$ cat config.mk
export PLATFORM = sky130hd
export DESIGN_NAME = timer_irq_ctrl
export DESIGN_NICKNAME = d
export VERILOG_FILES = /design/src/rtl/timer_irq_ctrl.sv
export SDC_FILE = /design/constraint.sdc
export NUM_CORES = 1
export LEC_CHECK = 0
export ABC_AREA = 1
export CAP_MARGIN = 30
export CORE_MARGIN = 2
export CORE_UTILIZATION = 59
export DETAILED_ROUTE_END_ITERATION = 8
export GPL_TIMING_DRIVEN = 1
export HOLD_SLACK_MARGIN = 0.03
export PLACE_DENSITY = 0.81
export SYNTH_ARGS = -nofsm -noshare
export SYNTH_HDL_FRONTEND = slang
export SYNTH_SLANG_ARGS = --single-unit
$ cat constraint.sdc
create_clock -name clk -period 7.9 [get_ports clk]
set_clock_uncertainty 0.15 [all_clocks]
set_input_delay 1.185 -clock clk [delete_from_list [all_inputs] [get_ports clk]]
set_output_delay 1.185 -clock clk [all_outputs]
set_load 0.05 [all_outputs]
$ cat src/rtl/timer_irq_ctrl.sv
// Memory-mapped machine-timer controller: prescaled up-counter, compare, periodic/one-shot, sticky IRQ.
// Optional miss counter at index 5 is compiled in with TIMER_MISS_CNT_EN.
module timer_irq_ctrl #(
  parameter int unsigned CNT_W       = 32,
  parameter int unsigned RST_COMPARE = 100
) (
  input  logic        clk,
  input  logic        rst,
  input  logic        bus_req,
  input  logic        bus_we,
  input  logic [2:0]  bus_addr,
  input  logic [31:0] bus_wdata,
  output logic [31:0] bus_rdata,
  output logic        bus_ready,
  input  logic        irq_ack,
  output logic        timer_irq,
  output logic [1:0]  state_o
);

  typedef enum logic [1:0] {
    ST_IDLE = 2'd0,
    ST_RUN  = 2'd1,
    ST_DONE = 2'd2
  } state_e;

  localparam logic [2:0] A_CTRL   = 3'd0;
  localparam logic [2:0] A_PRE    = 3'd1;
  localparam logic [2:0] A_COUNT  = 3'd2;
  localparam logic [2:0] A_CMP    = 3'd3;
  localparam logic [2:0] A_STATUS = 3'd4;
  localparam logic [2:0] A_MISS   = 3'd5;

  state_e             state_q, state_d;
  logic [2:0]         ctrl_q, ctrl_d;
  logic [CNT_W-1:0]   prescale_q, prescale_d;
  logic [CNT_W-1:0]   count_q, count_d;
  logic [CNT_W-1:0]   compare_q, compare_d;
  logic [CNT_W-1:0]   pre_cnt_q, pre_cnt_d;
  logic               pending_q, pending_d;
  logic               timer_irq_q, timer_irq_d;
  logic [31:0]        bus_rdata_q, bus_rdata_d;
  logic               bus_ready_q, bus_ready_d;

  logic wr_en, wr_ctrl, wr_pre, wr_count, wr_cmp, wr_status;
  logic tick, expiry;
  logic [31:0] miss_rd;

  always_comb begin
    wr_en     = bus_req & bus_we;
    wr_ctrl   = wr_en && (bus_addr == A_CTRL);
    wr_pre    = wr_en && (bus_addr == A_PRE);
    wr_count  = wr_en && (bus_addr == A_COUNT);
    wr_cmp    = wr_en && (bus_addr == A_CMP);
    wr_status = wr_en && (bus_addr == A_STATUS);
    tick      = (state_q == ST_RUN) && (pre_cnt_q == prescale_q);
    expiry    = tick && (count_q == compare_q);
  end

`ifdef TIMER_MISS_CNT_EN
  logic [7:0] miss_q, miss_d;
  logic       wr_miss;

  always_comb begin
    wr_miss = wr_en && (bus_addr == A_MISS);
    miss_d  = miss_q;
    if (wr_miss) begin
      miss_d = '0;
    end else if (expiry && pending_q && (miss_q != 8'hFF)) begin
      miss_d = miss_q + 8'd1;
    end
    miss_rd = {24'b0, miss_q};
  end

  always_ff @(posedge clk or posedge rst) begin
    if (rst) miss_q <= '0;
    else     miss_q <= miss_d;
  end
`else
  assign miss_rd = '0;
`endif

  always_comb begin
    state_d     = state_q;
    ctrl_d      = ctrl_q;
    prescale_d  = prescale_q;
    count_d     = count_q;
    compare_d   = compare_q;
    pre_cnt_d   = pre_cnt_q;
    pending_d   = pending_q;
    timer_irq_d = pending_q & ctrl_q[2];
    bus_ready_d = bus_req;
    bus_rdata_d = '0;

    if (state_q == ST_RUN) begin
      pre_cnt_d = tick ? '0 : pre_cnt_q + 1'b1;
    end
    if (tick && !expiry) begin
      count_d = count_q + 1'b1;
    end
    if (expiry) begin
      if (ctrl_q[1]) begin
        count_d = '0;
      end else begin
        ctrl_d[0] = 1'b0;
        state_d   = ST_DONE;
      end
    end

    // Software writes are applied after the timer update so they take priority
    // over same-cycle counter/state changes; pending still honours the expiry.
    if (wr_ctrl) begin
      ctrl_d = bus_wdata[2:0];
      if (bus_wdata[0]) begin
        state_d = ST_RUN;
        if (state_q != ST_RUN) begin
          count_d   = '0;
          pre_cnt_d = '0;
        end
      end else begin
        state_d   = ST_IDLE;
        count_d   = count_q;
        pre_cnt_d = pre_cnt_q;
      end
    end
    if (wr_pre)   prescale_d = CNT_W'(bus_wdata);
    if (wr_count) count_d    = CNT_W'(bus_wdata);
    if (wr_cmp)   compare_d  = CNT_W'(bus_wdata);

    if (irq_ack || (wr_status && bus_wdata[0])) pending_d = 1'b0;
    if (expiry)                                 pending_d = 1'b1;

    if (bus_req && !bus_we) begin
      case (bus_addr)
        A_CTRL:   bus_rdata_d = 32'(ctrl_q);
        A_PRE:    bus_rdata_d = 32'(prescale_q);
        A_COUNT:  bus_rdata_d = 32'(count_q);
        A_CMP:    bus_rdata_d = 32'(compare_q);
        A_STATUS: bus_rdata_d = {31'b0, pending_q};
        A_MISS:   bus_rdata_d = miss_rd;
        default:  bus_rdata_d = '0;
      endcase
    end
  end

  always_ff @(posedge clk or posedge rst) begin
    if (rst) begin
      state_q     <= ST_IDLE;
      ctrl_q      <= '0;
      prescale_q  <= '0;
      count_q     <= '0;
      compare_q   <= CNT_W'(RST_COMPARE);
      pre_cnt_q   <= '0;
      pending_q   <= 1'b0;
      timer_irq_q <= 1'b0;
      bus_rdata_q <= '0;
      bus_ready_q <= 1'b0;
    end else begin
      state_q     <= state_d;
      ctrl_q      <= ctrl_d;
      prescale_q  <= prescale_d;
      count_q     <= count_d;
      compare_q   <= compare_d;
      pre_cnt_q   <= pre_cnt_d;
      pending_q   <= pending_d;
      timer_irq_q <= timer_irq_d;
      bus_rdata_q <= bus_rdata_d;
      bus_ready_q <= bus_ready_d;
    end
  end

  assign bus_rdata = bus_rdata_q;
  assign bus_ready = bus_ready_q;
  assign timer_irq = timer_irq_q;
  assign state_o   = state_q;

endmodule

==> summary.txt, run 1 <==
Yosys
  – Ys flop type: dfrtp_1
  – Flop and latch count out of synthesis: between 150 and 200
  – Post-synth cell types: 44
  – Cell area after synthesis: 9580 um^2
  – Post-synthesis sequential area ratio: 43.66%
  – Syn Inst Count: about 1300
  – Ys Warns: 0
  – Fraction of registers with async set or reset after synthesis: 100.0%
  – Count of flip-flops with a built-in enable after synthesis: 0
  – Mapped Nets: approximately 1400
  – Avg Cell Area, Syn: just over 7 um^2

Die
  – Die W: ~130 um
  – # rows: 46
  – Initial Utilization: approximately three fifths
  – Die Area: between 15000 and 20000 um^2
  – Core area: 15890 um^2
  – # IOs: 76
  – Die H: 131.4 um

Clock tree
  – CTS resizes: 0
  – Htree depth: 4
  – Num CTS Buffers: 17
  – Setup bufs post-CTS: 0
  – Worst skew pair latency: about 0.44 ns
  – Bufs on Longest Clock Path: 2
  – CTS sink count: 167
  – Root buf cell: clkbuf_16
  – CTS hold repair buffers: 0
  – Clock-pin slew on the worst setup and hold paths: ~0.070 ns
  – CTS tree: done

Global routing
  – First-pass GRT wire length: approximately 44000 um
  – Initial antenna violation count: 0
  – Largest net degree at the start of global routing: 100
  – Gr ovfl total: 0
  – Number of global-route vias before repair: 8437
  – GR Util All Layers: approximately a third

Worst setup path
  – CP peak stage delay: between 0.6 and 0.7 ns
  – CP Class: in -> reg
  – CP startpoint kind: input pin
  – Critical Path End Type: flop
  – Cell with the largest stage delay on the worst path: a21oi_4
  – Critical path arrival: 4.29 ns
  – Critical Path, Cell by Cell: clkdlybuf4s50_1 -> nor3_1 -> inv_1 -> buf_4 -> nor2_1 -> a21oi_1 -> inv_1 -> a21oi_4 -> nand3_1 -> a21oi_1
  – Max FO, Critical Path: 30
  – CP required: just over 8 ns

Placement
  – Dpl hpwl: 19010 um
  – Worst slack, placed: between 3 and 4 ns
  – IO buf count: 75
  – GP Congestion: between 0.9 and 1
  – DP Cell Count: ~1600

STA
  – Post-route minimum period: approximately 4.1 ns
  – Slew @ Worst Pin: 0.9350 ns
  – Hold Fails Final Rpt: 0
  – RSZ-0062 raised after global routing: no
  – TNS Setup: 0 ns
  – Final period util: between 50% and 60%
  – Max Freq: 245.2 MHz
  – Final setup margin: ~3.8 ns
  – Slew Viols, Final: 0
  – Endpoints failing setup: 0
  – Fin Hold WS: 0.3623 ns
  – Worst relative slew slack: about 37%

Cells and area
  – Area grow syn2layout: 17.33%
  – Commonest non-fill, non-tap cell in the layout: nand2_1
  – Layout cells sized above 1: under 10%
  – Nets@finish: ~1400
  – Fin cells: ~1600
  – Most frequent cells in the layout: nand2_1 (334), inv_1 (190), dfrtp_1 (164)
  – Fill cell count: roughly 1300
  – # diodes: 0

Outcome
  – Status: completed

Route
  – DRT Wirelength: between 20000 and 30000 um
  – Via density: between 5 and 6
  – DRT iter0 DRCs: around 1000
  – Drt pass-1 iters: 5
  – Routed vias: between 9000 and 10000
  – ANT nets after route: 0
  – Wire per inst: 17.10 um
  – DRC viols: 0

Power
  – Lkg Pwr: 0.005305 uW
  – Pwr Density: 240.1 nW/um^2
  – Worst VDD drop: roughly 0.17 mV

Min path
  – Hold crit path type: reg -> reg

Job
  – Max Cap Viol: 0
## worst max-delay path, delay by kind of cell
kind,cells,cell delay (ns)
compound gates,3,1.24
buf+inv,4,1.27
simple gates,3,0.57
## area by class of cell
class                      instances  area [um^2]  share of cell area (%)
inverter                         203        769.5                   6.845
tap                              216        270.3                   2.404
timing repair buffer              85        903.4                   8.036
clock buffer                      19        452.9                   4.029
sequential                       167         4183                   37.21
multi-input combinational        905         4419                   39.31
clock inverter                    13        242.7                   2.159
## worst paths after layout
kind                                             from                         end  slack (ns)  depth (start not counted)
setup / recovery                          bus_addr[2]     count_q[26]$_DFFE_PP0P_        3.82                         10
hold / removal             prescale_q[12]$_DFFE_PP0P_  prescale_q[12]$_DFFE_PP0P_        0.36                          2
setup reg to reg             pre_cnt_q[5]$_DFFE_PP0P_     count_q[26]$_DFFE_PP0P_        4.92                         14
hold reg to reg            prescale_q[12]$_DFFE_PP0P_  prescale_q[12]$_DFFE_PP0P_        0.36                          2
max in group asynchronous                         rst     count_q[18]$_DFFE_PP0P_        5.05                          3
min in group asynchronous                         rst       ctrl_q[1]$_DFFE_PP0P_        1.15                          2
## sequential cells by signal (all words and copies together), names as in the netlist
name        count
bus_rdata      32
bus_ready       1
compare_q      32
count_q        32
ctrl_q          2
pending_q       1
pre_cnt_q      32
prescale_q     32
state_o         2
timer_irq       1
## synth_stat cells, types with 2 or more instances
cell / count / area [um^2]
dfstp_2: 3 / 78.83
a211oi_1: 3 / 22.52
buf_6: 2 / 22.52
clkinv_1: 4 / 15.01
nand3_1: 77 / 385.4
inv_1: 191 / 716.9
dfrtp_1: 164 / 4104
nor2_4: 7 / 78.83
and2_1: 2 / 12.51
nor2_1: 162 / 608.1
o22ai_1: 17 / 106.4
xnor2_1: 39 / 341.6
o21ai_1: 5 / 25.02
inv_2: 7 / 26.28
a221oi_1: 11 / 96.34
nor2_2: 8 / 50.05
ha_1: 2 / 25.02
nand2_1: 336 / 1261
buf_4: 5 / 37.54
o211ai_1: 2 / 15.01
nand4_1: 5 / 31.28
nor4_1: 6 / 37.54
nor3_4: 2 / 32.53
buf_2: 10 / 50.05
nand3_2: 6 / 60.06
o21ai_0: 107 / 535.5
a31oi_1: 3 / 18.77
clkbuf_1: 32 / 120.1
nand2_2: 5 / 31.28
o221ai_1: 3 / 26.28
xor2_1: 17 / 148.9
nor3_1: 15 / 75.07
a21oi_1: 55 / 275.3
## kinds of logic after synthesis
| kind of cell | count (synthesis) | share of synthesized area [%] |
|---|---|---|
| AOI/OAI and AO/OA | 211 | 12.29 |
| xor gates and xnor gates | 56 | 5.119 |
| adders and majority gates | 2 | 0.2612 |
| buffers and inverters | 252 | 10.38 |
| DFF | 167 | 43.66 |
| and+or+nand+nor | 636 | 28.29 |
## per-layer routing
metal | vias up | wire, um | track usage (%)
met3 | 77 | 2585 | 6.829
met2 | 486 | 12500 | 49.48
met1 | 4238 | 11440 | 45.67
li1 | 4275 | - | -
met4 | 0 | 969 | 12.44
met5 | - | 0 | 0
## power by group
part	internal, uW	total [uW]	switching (uW)
logic	220	577	357
registers	978	1140	161
clock network	615	983	368
total	1810	2700	886
## through the flow
stage          util (%)  cell area, um^2  power (uW)
2_1_floorplan         -             9580        1520
3_3_place_gp      65.66            10430        1689
5_1_grt           70.76            11240        2827
6_report          70.76            11240        2699
4_1_cts           70.76            11240        2689
3_5_place_dp      66.38            10550        1709
Note: power is estimated with default switching activity, not from simulation.
==> run 2: changes to the inputs <==
==> constraint.sdc (replaced) <==
create_clock -name clk -period 4 [get_ports clk]
set_clock_uncertainty 0.15 [all_clocks]
set_input_delay 0.6 -clock clk [delete_from_list [all_inputs] [get_ports clk]]
set_output_delay 0.6 -clock clk [all_outputs]
set_load 0.05 [all_outputs]
==> run 2 against run 1 <==
Cell count rose by 0.37%. First-iteration DRC count rose by 5.3%. Global-route usage fell by 0.43 points. Sequential share of layout area rose by 0.32 points. Sequential power rose by 97%. Combinational power rose by 98%. Non-clock buffer count rose by 6. Die area did not move. Critical path type is now reg -> reg. Largest cell class unchanged.
==> summary.txt, run 2 (synthesized netlist as in run 1, its figures left out) <==
Worst setup path
  – FF-to-FF Start: pre_cnt_q[1]$_DFFE_PP0P_ (was pre_cnt_q[5]$_DFFE_PP0P_)
  – Max FO, Critical Path: 35 (was 30)
  – Critical Path End Type: flop (unchanged)
  – R2R Setup Slk: 1.19 ns (was 4.92 ns)
  – R2r endpoint: count_q[21]$_DFFE_PP0P_ (was count_q[26]$_DFFE_PP0P_)
  – CP Class: reg -> reg (was in -> reg)
  – CP required: 4.17 ns (was 8.11 ns)
  – Critical path arrival: 2.98 ns (was 4.29 ns)
  – CP startpoint kind: flop (was input pin)
  – Worst r2r path cells: 13 (was 14)

Placement
  – Area after DPL: 10570 um^2 (was 10550 um^2)
  – GP Congestion: 0.9502 (was 0.9664)
  – IO buf count: 75 (unchanged)
  – Dpl hpwl: 18810 um (was 19010 um)

Cells and area
  – Layout cells sized above 1: 6.509% (was 6.466%)
  – # diodes: 0 (unchanged)
  – Fill cell count: 1330 (was 1307)
  – Area of the multi-input gates: 4419 um^2 (unchanged)
  – Most frequent cells in the layout: nand2_1 (334), inv_1 (190), dfrtp_1 (164) (unchanged)
  – Register area: 4183 um^2 (unchanged)
  – Area grow syn2layout: 16.34% (was 17.33%)
  – Final Cell Area: 11150 um^2 (was 11240 um^2)
  – Commonest non-fill, non-tap cell in the layout: nand2_1 (unchanged)
  – Nets@finish: 1427 (was 1421)

STA
  – Slew Viols, Final: 0 (unchanged)
  – Post-route minimum period: roughly 2.8 ns
  – Endpoints failing setup: 0 (unchanged)
  – Max Freq: between 300 and 400 MHz
  – RSZ-0062 raised after global routing: no (unchanged)
  – Hold Fails Final Rpt: 0 (unchanged)
  – Final period util: a little over two thirds
  – Slew @ Worst Pin: 0.8993 ns (was 0.9350 ns)
  – Worst relative slew slack: 40.05% (was 37.19%)
  – TNS Setup: 0 ns (unchanged)

Clock tree
  – CTS tree: done (unchanged)
  – Root buf cell: clkbuf_16 (unchanged)
  – CTS hold repair buffers: 0 (unchanged)
  – CTS sink count: 167 (unchanged)
  – CTS resizes: 0 (unchanged)
  – Num CTS Buffers: 17 (unchanged)
  – Worst skew pair latency: 0.44 ns (about the same)
  – Htree depth: 4 (unchanged)
  – Bufs on Longest Clock Path: 2 (unchanged)
  – Setup bufs post-CTS: 0 (unchanged)
  – Clock-pin slew on the worst setup and hold paths: 0.06 ns (was 0.07 ns)

Die
  – Core area: 15890 um^2 (unchanged)
  – # rows: 46 (unchanged)
  – Initial Utilization: 60.31% (unchanged)
  – Die W: 131.4 um (unchanged)
  – Die Area: 17270 um^2 (unchanged)
  – # IOs: 76 (unchanged)
  – Die H: 131.4 um (unchanged)

Global routing
  – Initial antenna violation count: 0 (unchanged)
  – First-pass GRT wire length: 43930 um (was 44090 um)
  – Gr ovfl total: 0 (unchanged)
  – GR Util All Layers: 32.00% (was 32.43%)
  – Largest net degree at the start of global routing: 168 (was 100)
  – Number of global-route vias before repair: 8633 (was 8437)

Min path
  – Hold crit path type: reg -> reg (unchanged)
  – Hold Path Sink: compare_q[5]$_DFFE_PP1P_ (was prescale_q[12]$_DFFE_PP0P_)
  – Worst Hold Path Cells: 2 (unchanged)
  – HP Start: compare_q[5]$_DFFE_PP1P_ (was prescale_q[12]$_DFFE_PP0P_)

Route
  – DRC viols: 0 (unchanged)
  – ANT nets after route: 0 (unchanged)
  – Wire per inst: 16.76 um (was 17.10 um)
  – DRT iter0 DRCs: 1062 (was 1009)
  – DRT Wirelength: 27060 um (was 27490 um)
  – Routed vias: 9088 (was 9076)
  – Via density: 5.631 (was 5.644)
  – Drt pass-1 iters: 6 (was 5)

Outcome
  – Status: completed (unchanged)

Power
  – Lkg Pwr: 0.005270 uW (was 0.005305 uW)
  – Pwr Density: 453.3 nW/um^2 (was 240.1 nW/um^2)
  – Worst VDD drop: 0.3214 mV (was 0.1720 mV)

Job
  – Max Cap Viol: 0 (unchanged)
run 2: cell count changes in the layout (fill, tap and decap cells not counted):
| cell | previous run | this run |
|---|---|---|
| inv_8 | 2 | 0 |
| bufinv_16 | 6 | 3 |
| inv_6 | 1 | 0 |
| clkbuf_8 | 2 | 0 |
| buf_16 | 2 | 1 |
| clkbuf_1 | 0 | 5 |
| clkinv_2 | 0 | 5 |
| clkinvlp_4 | 3 | 1 |
| buf_4 | 5 | 12 |
run 2: cell type report:
cell class,instances,area share [%]
sequential,167,37.53
tap,216,2.425
multi-input combinational,905,39.65
timing repair buffer,91,8.330
clock inverter,10,1.190
inverter,203,6.893
clock buffer,22,3.985
run 2: how the worst max path moves through the flow:
stage                                   from                        end  cells after the start
CTS                 pre_cnt_q[1]$_DFFE_PP0P_    count_q[21]$_DFFE_PP0P_                     13
floorplan                                rst     bus_rdata[0]$_DFF_PP0_                      1
finish              pre_cnt_q[1]$_DFFE_PP0P_    count_q[21]$_DFFE_PP0P_                     13
detailed placement               bus_addr[1]  pre_cnt_q[12]$_DFFE_PP0P_                     11
global placement                 bus_addr[1]  pre_cnt_q[12]$_DFFE_PP0P_                     11
global route        pre_cnt_q[2]$_DFFE_PP0P_    count_q[21]$_DFFE_PP0P_                     13
run 2: worst max-delay path, stage by stage, from the launching register on:
cell and delay [ns]:
dfrtp_1 0.42, xnor2_1 0.29, nand2_1 0.08, nor2_1 0.11, nand2_1 0.07, nor2_1 0.18
nand3_2 0.16, nor2_4 0.58, buf_12 0.27, nand2_1 0.07, o21ai_1 0.08, nor2_1 0.06
nor2_1 0.10, nor2_1 0.04
run 2: where the power goes:
part,switching [uW],internal (uW),leakage [uW],total [uW]
logic,706,437,0.00279,1140
registers,314,1930,0.00219,2250
clock network,686,979,0.000286,1670
total,1710,3350,0.00527,5050
run 2: per-stage QoR:
| step | hold slack (ns) | setup WS (ns) | total power [uW] | utilization (%) | cells |
|---|---|---|---|---|---|
| floorplan | 0.2861 | 1.126 | 3003 | - | 1324 |
| global placement | 0.3281 | 0.9425 | 3338 | 66.36 | 1581 |
| detailed placement | 0.3337 | 0.8851 | 3383 | 66.53 | 1582 |
| CTS | 0.3472 | 1.215 | 5037 | 70.16 | 1614 |
| global route | 0.3495 | 0.9837 | 5295 | 70.16 | 1614 |
| finish | 0.3543 | 1.194 | 5053 | 70.16 | 1614 |
run 2: metal layers:
layer / track usage, % / part of all wire, % / wire (um)
met3: 5.054 / 8.1 / 2201
met5: 0 / 0 / 0
met4: 14.13 / 3.6 / 982
met1: 44.99 / 42 / 11400
met2: 49.33 / 46 / 12470
